==> src/rtl/dmem_pkg.sv <==
// dmem_pkg: constants and types shared by the data-memory arbiter slice.
//   DATA_W / ADDR_W : requester data and word-address widths
//   DEPTH / MEM_AW  : memory size in words and memory-side address width
//   port_id_t       : requester identity (MEM stage / loader)
//   state_t         : response FSM states
//   resp_tag_t      : response register contents
package dmem_pkg;

  localparam int DATA_W = 64;
  localparam int ADDR_W = 64;
  localparam int DEPTH  = 1024;
  localparam int MEM_AW = 10;

  typedef enum logic {
    PORT_MEM  = 1'b0,
    PORT_LOAD = 1'b1
  } port_id_t;

  typedef enum logic {
    S_IDLE = 1'b0,
    S_RESP = 1'b1
  } state_t;

  typedef struct packed {
    logic     valid;
    port_id_t port;
    logic     was_read;
    logic     oor;
  } resp_tag_t;

  // Full-width compare: upper address bits must never be dropped.
  function automatic logic addr_in_range(input logic [ADDR_W-1:0] addr);
    return addr < ADDR_W'(DEPTH);
  endfunction

endpackage

==> src/rtl/dmem_arbiter_rr_arb2.sv <==
// rr_arb2: 2-way round-robin arbiter.
//   clk, rst : clock, asynchronous active-high reset
//   i_req    : request vector, bit N = port N
//   o_gnt    : one-hot (or zero) grant vector, combinational
// The last-grant pointer resets to 1 so port 0 wins the first contest.
module rr_arb2 (
  input  logic       clk,
  input  logic       rst,
  input  logic [1:0] i_req,
  output logic [1:0] o_gnt
);

  logic r_last;
  logic w_win;
  logic w_any;

  // Contest goes to the port not granted last; a lone requester always wins.
  assign w_win = (i_req == 2'b11) ? ~r_last : i_req[1];
  assign w_any = (|i_req) && !rst;
  assign o_gnt = {w_any & w_win, w_any & ~w_win};

  always_ff @(posedge clk or posedge rst) begin
    if (rst) begin
      r_last <= 1'b1;
    end else if (|i_req) begin
      r_last <= w_win;
    end
  end

endmodule

==> src/rtl/dmem_arbiter.sv <==
// dmem_arbiter: shares the single data-memory port between the MEM stage
// (port 0) and the loader/debug port (port 1).
//   clk, rst                  : clock, asynchronous active-high reset
//   i_req/i_we/i_addr/i_wdata : per-port request, held until granted
//   o_gnt                     : per-port accept strobe (combinational)
//   o_rvalid/o_rdata/o_err    : per-port response, one cycle after accept
//   o_mem_*                   : memory access strobe, write enable, address, data
//   i_mem_rdata               : memory read data, one cycle after o_mem_en
module dmem_arbiter
  import dmem_pkg::*;
(
  input  logic              clk,
  input  logic              rst,
  input  logic              i_req0,
  input  logic              i_req1,
  input  logic              i_we0,
  input  logic              i_we1,
  input  logic [ADDR_W-1:0] i_addr0,
  input  logic [ADDR_W-1:0] i_addr1,
  input  logic [DATA_W-1:0] i_wdata0,
  input  logic [DATA_W-1:0] i_wdata1,
  output logic              o_gnt0,
  output logic              o_gnt1,
  output logic              o_rvalid0,
  output logic              o_rvalid1,
  output logic [DATA_W-1:0] o_rdata0,
  output logic [DATA_W-1:0] o_rdata1,
  output logic              o_err0,
  output logic              o_err1,
  output logic              o_mem_en,
  output logic              o_mem_we,
  output logic [MEM_AW-1:0] o_mem_addr,
  output logic [DATA_W-1:0] o_mem_wdata,
  input  logic [DATA_W-1:0] i_mem_rdata
);

  logic [1:0]        w_gnt;
  logic              w_acc;
  port_id_t          w_port;
  logic              w_we;
  logic [ADDR_W-1:0] w_addr;
  logic [DATA_W-1:0] w_wdata;
  logic              w_in_range;
  logic              w_mem_en;
  logic              w_resp;
  logic [DATA_W-1:0] w_rd;
  state_t            r_state;
  state_t            w_state_next;
  resp_tag_t         r_tag;
  resp_tag_t         w_tag_next;

  rr_arb2 u_arb (
    .clk   (clk),
    .rst   (rst),
    .i_req ({i_req1, i_req0}),
    .o_gnt (w_gnt)
  );

  assign o_gnt0 = w_gnt[0];
  assign o_gnt1 = w_gnt[1];

  // Winner's request fields; grant is one-hot so gnt[1] selects the port.
  assign w_acc      = |w_gnt;
  assign w_port     = port_id_t'(w_gnt[1]);
  assign w_we       = w_gnt[1] ? i_we1    : i_we0;
  assign w_addr     = w_gnt[1] ? i_addr1  : i_addr0;
  assign w_wdata    = w_gnt[1] ? i_wdata1 : i_wdata0;
  assign w_in_range = addr_in_range(w_addr);

  // Out-of-range accepts never touch the memory.
  assign w_mem_en    = w_acc && w_in_range;
  assign o_mem_en    = w_mem_en;
  assign o_mem_we    = w_mem_en && w_we;
  assign o_mem_addr  = w_mem_en ? w_addr[MEM_AW-1:0] : '0;
  assign o_mem_wdata = w_mem_en ? w_wdata : '0;

  always_comb begin
    w_tag_next = '0;
    if (w_acc) begin
      w_tag_next.valid    = 1'b1;
      w_tag_next.port     = w_port;
      w_tag_next.was_read = !w_we;
      w_tag_next.oor      = !w_in_range;
    end
  end

  // RESP holds while accepts keep arriving back-to-back.
  always_comb begin
    w_state_next = r_state;
    case (r_state)
      S_IDLE:  w_state_next = w_acc ? S_RESP : S_IDLE;
      S_RESP:  w_state_next = w_acc ? S_RESP : S_IDLE;
      default: w_state_next = S_IDLE;
    endcase
  end

  always_ff @(posedge clk or posedge rst) begin
    if (rst) begin
      r_state <= S_IDLE;
      r_tag   <= '0;
    end else begin
      r_state <= w_state_next;
      r_tag   <= w_tag_next;
    end
  end

  assign w_resp = (r_state == S_RESP) && r_tag.valid;
  // Only in-range reads carry memory data; write acks and errors return zero.
  assign w_rd   = (r_tag.was_read && !r_tag.oor) ? i_mem_rdata : '0;

  assign o_rvalid0 = w_resp && (r_tag.port == PORT_MEM);
  assign o_rvalid1 = w_resp && (r_tag.port == PORT_LOAD);
  assign o_rdata0  = o_rvalid0 ? w_rd : '0;
  assign o_rdata1  = o_rvalid1 ? w_rd : '0;
  assign o_err0    = o_rvalid0 && r_tag.oor;
  assign o_err1    = o_rvalid1 && r_tag.oor;

endmodule
==> config.mk <==
export PLATFORM = sky130hd
export DESIGN_NAME = dmem_arbiter
export DESIGN_NICKNAME = d
export VERILOG_FILES = /design/src/rtl/dmem_pkg.sv /design/src/rtl/dmem_arbiter_rr_arb2.sv /design/src/rtl/dmem_arbiter.sv
export SDC_FILE = /design/constraint.sdc
export NUM_CORES = 1
export LEC_CHECK = 0
export BUFFER_PORTS_ARGS = -buffer_cell sky130_fd_sc_hd__buf_4
export CAP_MARGIN = 20
export CORE_AREA = 2 2 209 211
export CTS_CLUSTER_SIZE = 24
export DETAILED_ROUTE_END_ITERATION = 8
export DIE_AREA = 0 0 211 213
export GPL_ROUTABILITY_DRIVEN = 0
export GPL_TIMING_DRIVEN = 0
export PLACE_DENSITY = 0.35
export RECOVER_POWER = 25
export SLEW_MARGIN = 20
export SYNTH_ARGS = -nofsm -noshare
export SYNTH_HDL_FRONTEND = slang
export SYNTH_HIERARCHICAL = 1
export SYNTH_SLANG_ARGS = --single-unit
==> constraint.sdc <==
create_clock -name clk -period 3.2 [get_ports clk]
set_input_delay 0.16 -clock clk [delete_from_list [all_inputs] [get_ports clk]]
set_output_delay 0.16 -clock clk [all_outputs]
set_load 0.05 [all_outputs]
==> out/qor.csv <==
metric;value;unit
holdCritPathClass;primary input to flop;
grt_max_degree;11;
clk_latency;0.23;ns
worstSetupPathType;flop to primary output;
synth_cell_type_count;30;
syn_nets;731;
max_stage_delay;0.57;ns
n_antenna_cell;0;
min_period;3.03;ns
r2r_setup_slack;0.89;ns
drv_slew;0;
die_x;211;um
crit_path_start;u_arb/r_last;
reg2reg_depth;6;
layout-drive-gt1-share;64.4;%
placeableCoreArea;0.0427;sq mm
cts_root_buf;clkbuf_16;
fin_setup_tns;0;ns
synth_warnings;6;
cts_buffers;3;
finalSetupViolations;0;
path_depth;9;
via_per_inst;3.66;
antenna_found_initial;0;
ant_nets;0;
post_drt_wl_per_cell;18.9;um
max_cap_viol_count;0;
max_clock_freq;0.330;GHz
cts.clk_slew.worst_paths;0.04;ns
holdWs;0.108;ns
first_global_vias;5592;
drt-total-wl;28300;um
crit_path_start_kind;flop;
io_pins;536;
htree_levels;1;
fill_cells;4843;
cp_common_cell;buf_4;
powerDensity;112;mW/mm^2
hold_end;u_arb/r_last;
initial_core_util;6.54;%
overflow;0;
grt_pass1_wl;38300;um
first_iter_violations;196;
hold_viol;0;
path_max_fanout;10;
cp-end-kind;primary output;
r2r_start;u_arb/r_last;
path_cells;a211oi_4 -> buf_4 -> nor4_1 -> nand4_1 -> o22a_2 -> clkbuf_4 -> buf_4 -> nor4_4 -> buf_4;
fin_crit_sh;94.6;%
clock-sinks;5;
syn_avg_cell_area;6.89;sq um
worst_pin_slew;0.724;ns
clock-skew-final;0.00497;ns
dieArea;0.0449;sq mm
cts_tree;built;
timing.rr.end;r_tag[1];
row_count;76;
final_common_cell;buf_4;
first_pass_iters;4;
post_cts_buffers;0;
hold_depth;2;
synthCells;405;
ys_ff_latch;5;
status;finished clean;
power.leakage;4.30;nW
holdCritStartpoint;i_req0;
hpwl;24800;um
final_nets;1274;
ys_seq_area_share;4.53;%
dpl.cell_count;1487;
rsz0062_at_grt;true;
syn_area;0.00279;sq mm
drc;0;
grt.total_usage;11.5;%
cts_max_path_buffers;2;
cp_data_arrival_time;2.87;ns
max_slew_margin;52.0;%
path_buf_inv;4;
vias;5457;
cpLargestDelayFamily;buffers and inverters;
fin_cells;1493;
fp.dieH;213;um
ir_worst_vdd;0.000108;V
cp_slowest_cell;dfstp_2;
area_growth;200;%
port_buffers;535;
worst_ep_required_time;3.04;ns
final_cell_mix;buf_4, and2_1, a22oi_1;
report_power, final:
part           switching, mW  total (mW)  internal [mW]
clock network         0.0457       0.211          0.166
logic                  0.318       0.653          0.335
registers            0.00524      0.0765         0.0712
total                  0.369       0.941          0.572
worst reg2reg max path: stages, from the launching register on:
cell      delay (ns)
dfstp_2         0.38
a211oi_4        0.39
buf_4           0.30
buf_2           0.33
clkbuf_1        0.47
inv_1           0.07
o21ai_0         0.24
metrics by stage:
step	utilization (%)	power [mW]	setup slack, ns	area [sq um]
floorplan	-	0.311	-0.327	3600
global placement	19.4	0.737	-0.233	8300
detailed placement	19.5	0.737	-0.170	8320
CTS	19.8	0.965	0.0368	8460
global route	19.6	1.00	-0.00255	8370
finish	19.6	0.941	0.174	8370
registers in the layout (all words and copies together) (netlist names):
| register | cells |
|---|---|
| r_tag | 3 |
| u_arb/r_last | 1 |
| r_state | 1 |
synth_stat cells:
cell        n  area share (%)
nor2_1      9             1.2
nor4_2     30              13
nor2b_1     2            0.45
o31a_1      1            0.31
a22o_1      1            0.31
buf_1       5            0.67
clkbuf_1   41             5.5
a22oi_1    75              20
and3b_1     2            0.63
a211oi_2    1            0.45
nor3_1      6             1.1
buf_2       6             1.1
nor4b_1     3            0.94
or4_1       1            0.27
dfrtp_1     4             3.6
and2_1    130              29
nand4_1     6             1.3
o22a_1      1            0.31
buf_6       3             1.2
o41a_1      1            0.40
nor4_1     62              14
inv_1       5            0.67
nand2b_1    1            0.22
dfstp_2     1            0.94
o211a_1     1            0.36
o21ai_0     1            0.18
and3_1      1            0.22
buf_4       1            0.27
a21oi_1     1            0.18
nand3_1     3            0.54
repair_timing:
item	4_1_cts	5_1_grt
resized for setup	17	23
hold buffers	2	0
pin swaps	0	0
setup endpoints to repair	61	50
gates cloned	0	0
hold endpoints to repair	5	0
area by class of cell:
class | count | area, sq um | area share [%]
Buffer | 56 | 295 | 3.53
Clock buffer | 4 | 78.8 | 0.942
Inverter | 5 | 18.8 | 0.224
Multi-Input combinational cell | 339 | 3220 | 38.5
Sequential cell | 5 | 126 | 1.51
Tap cell | 546 | 683 | 8.16
Timing Repair Buffer | 538 | 3940 | 47.1
logic make-up after synthesis:
group                  Yosys count  share of synthesized area, %
AO/OA/AOI/OAI                   83                          22.7
buffers and inverters           61                          9.41
flip-flops                       5                          4.53
AND/OR/NAND/NOR                256                          63.4
how the worst max path moves through the flow:
stage | slack, ns | endpoint
finish | 0.17 | o_mem_wdata[44]
global route | -0.003 | o_mem_wdata[28]
CTS | 0.04 | o_mem_wdata[56]
detailed placement | -0.17 | o_mem_wdata[45]
global placement | -0.23 | o_mem_wdata[14]
floorplan | -0.33 | o_mem_addr[0]
per-layer routing:
layer,wire length (um),global-route usage [%],vias to the layer above
met2,15300,22.7,273
met1,11100,13.3,2547
met4,4,0.291,0
met5,0,0,-
met3,1790,2.38,2
li1,-,-,2635
No activity file was read; power rests on OpenSTA's default activity.
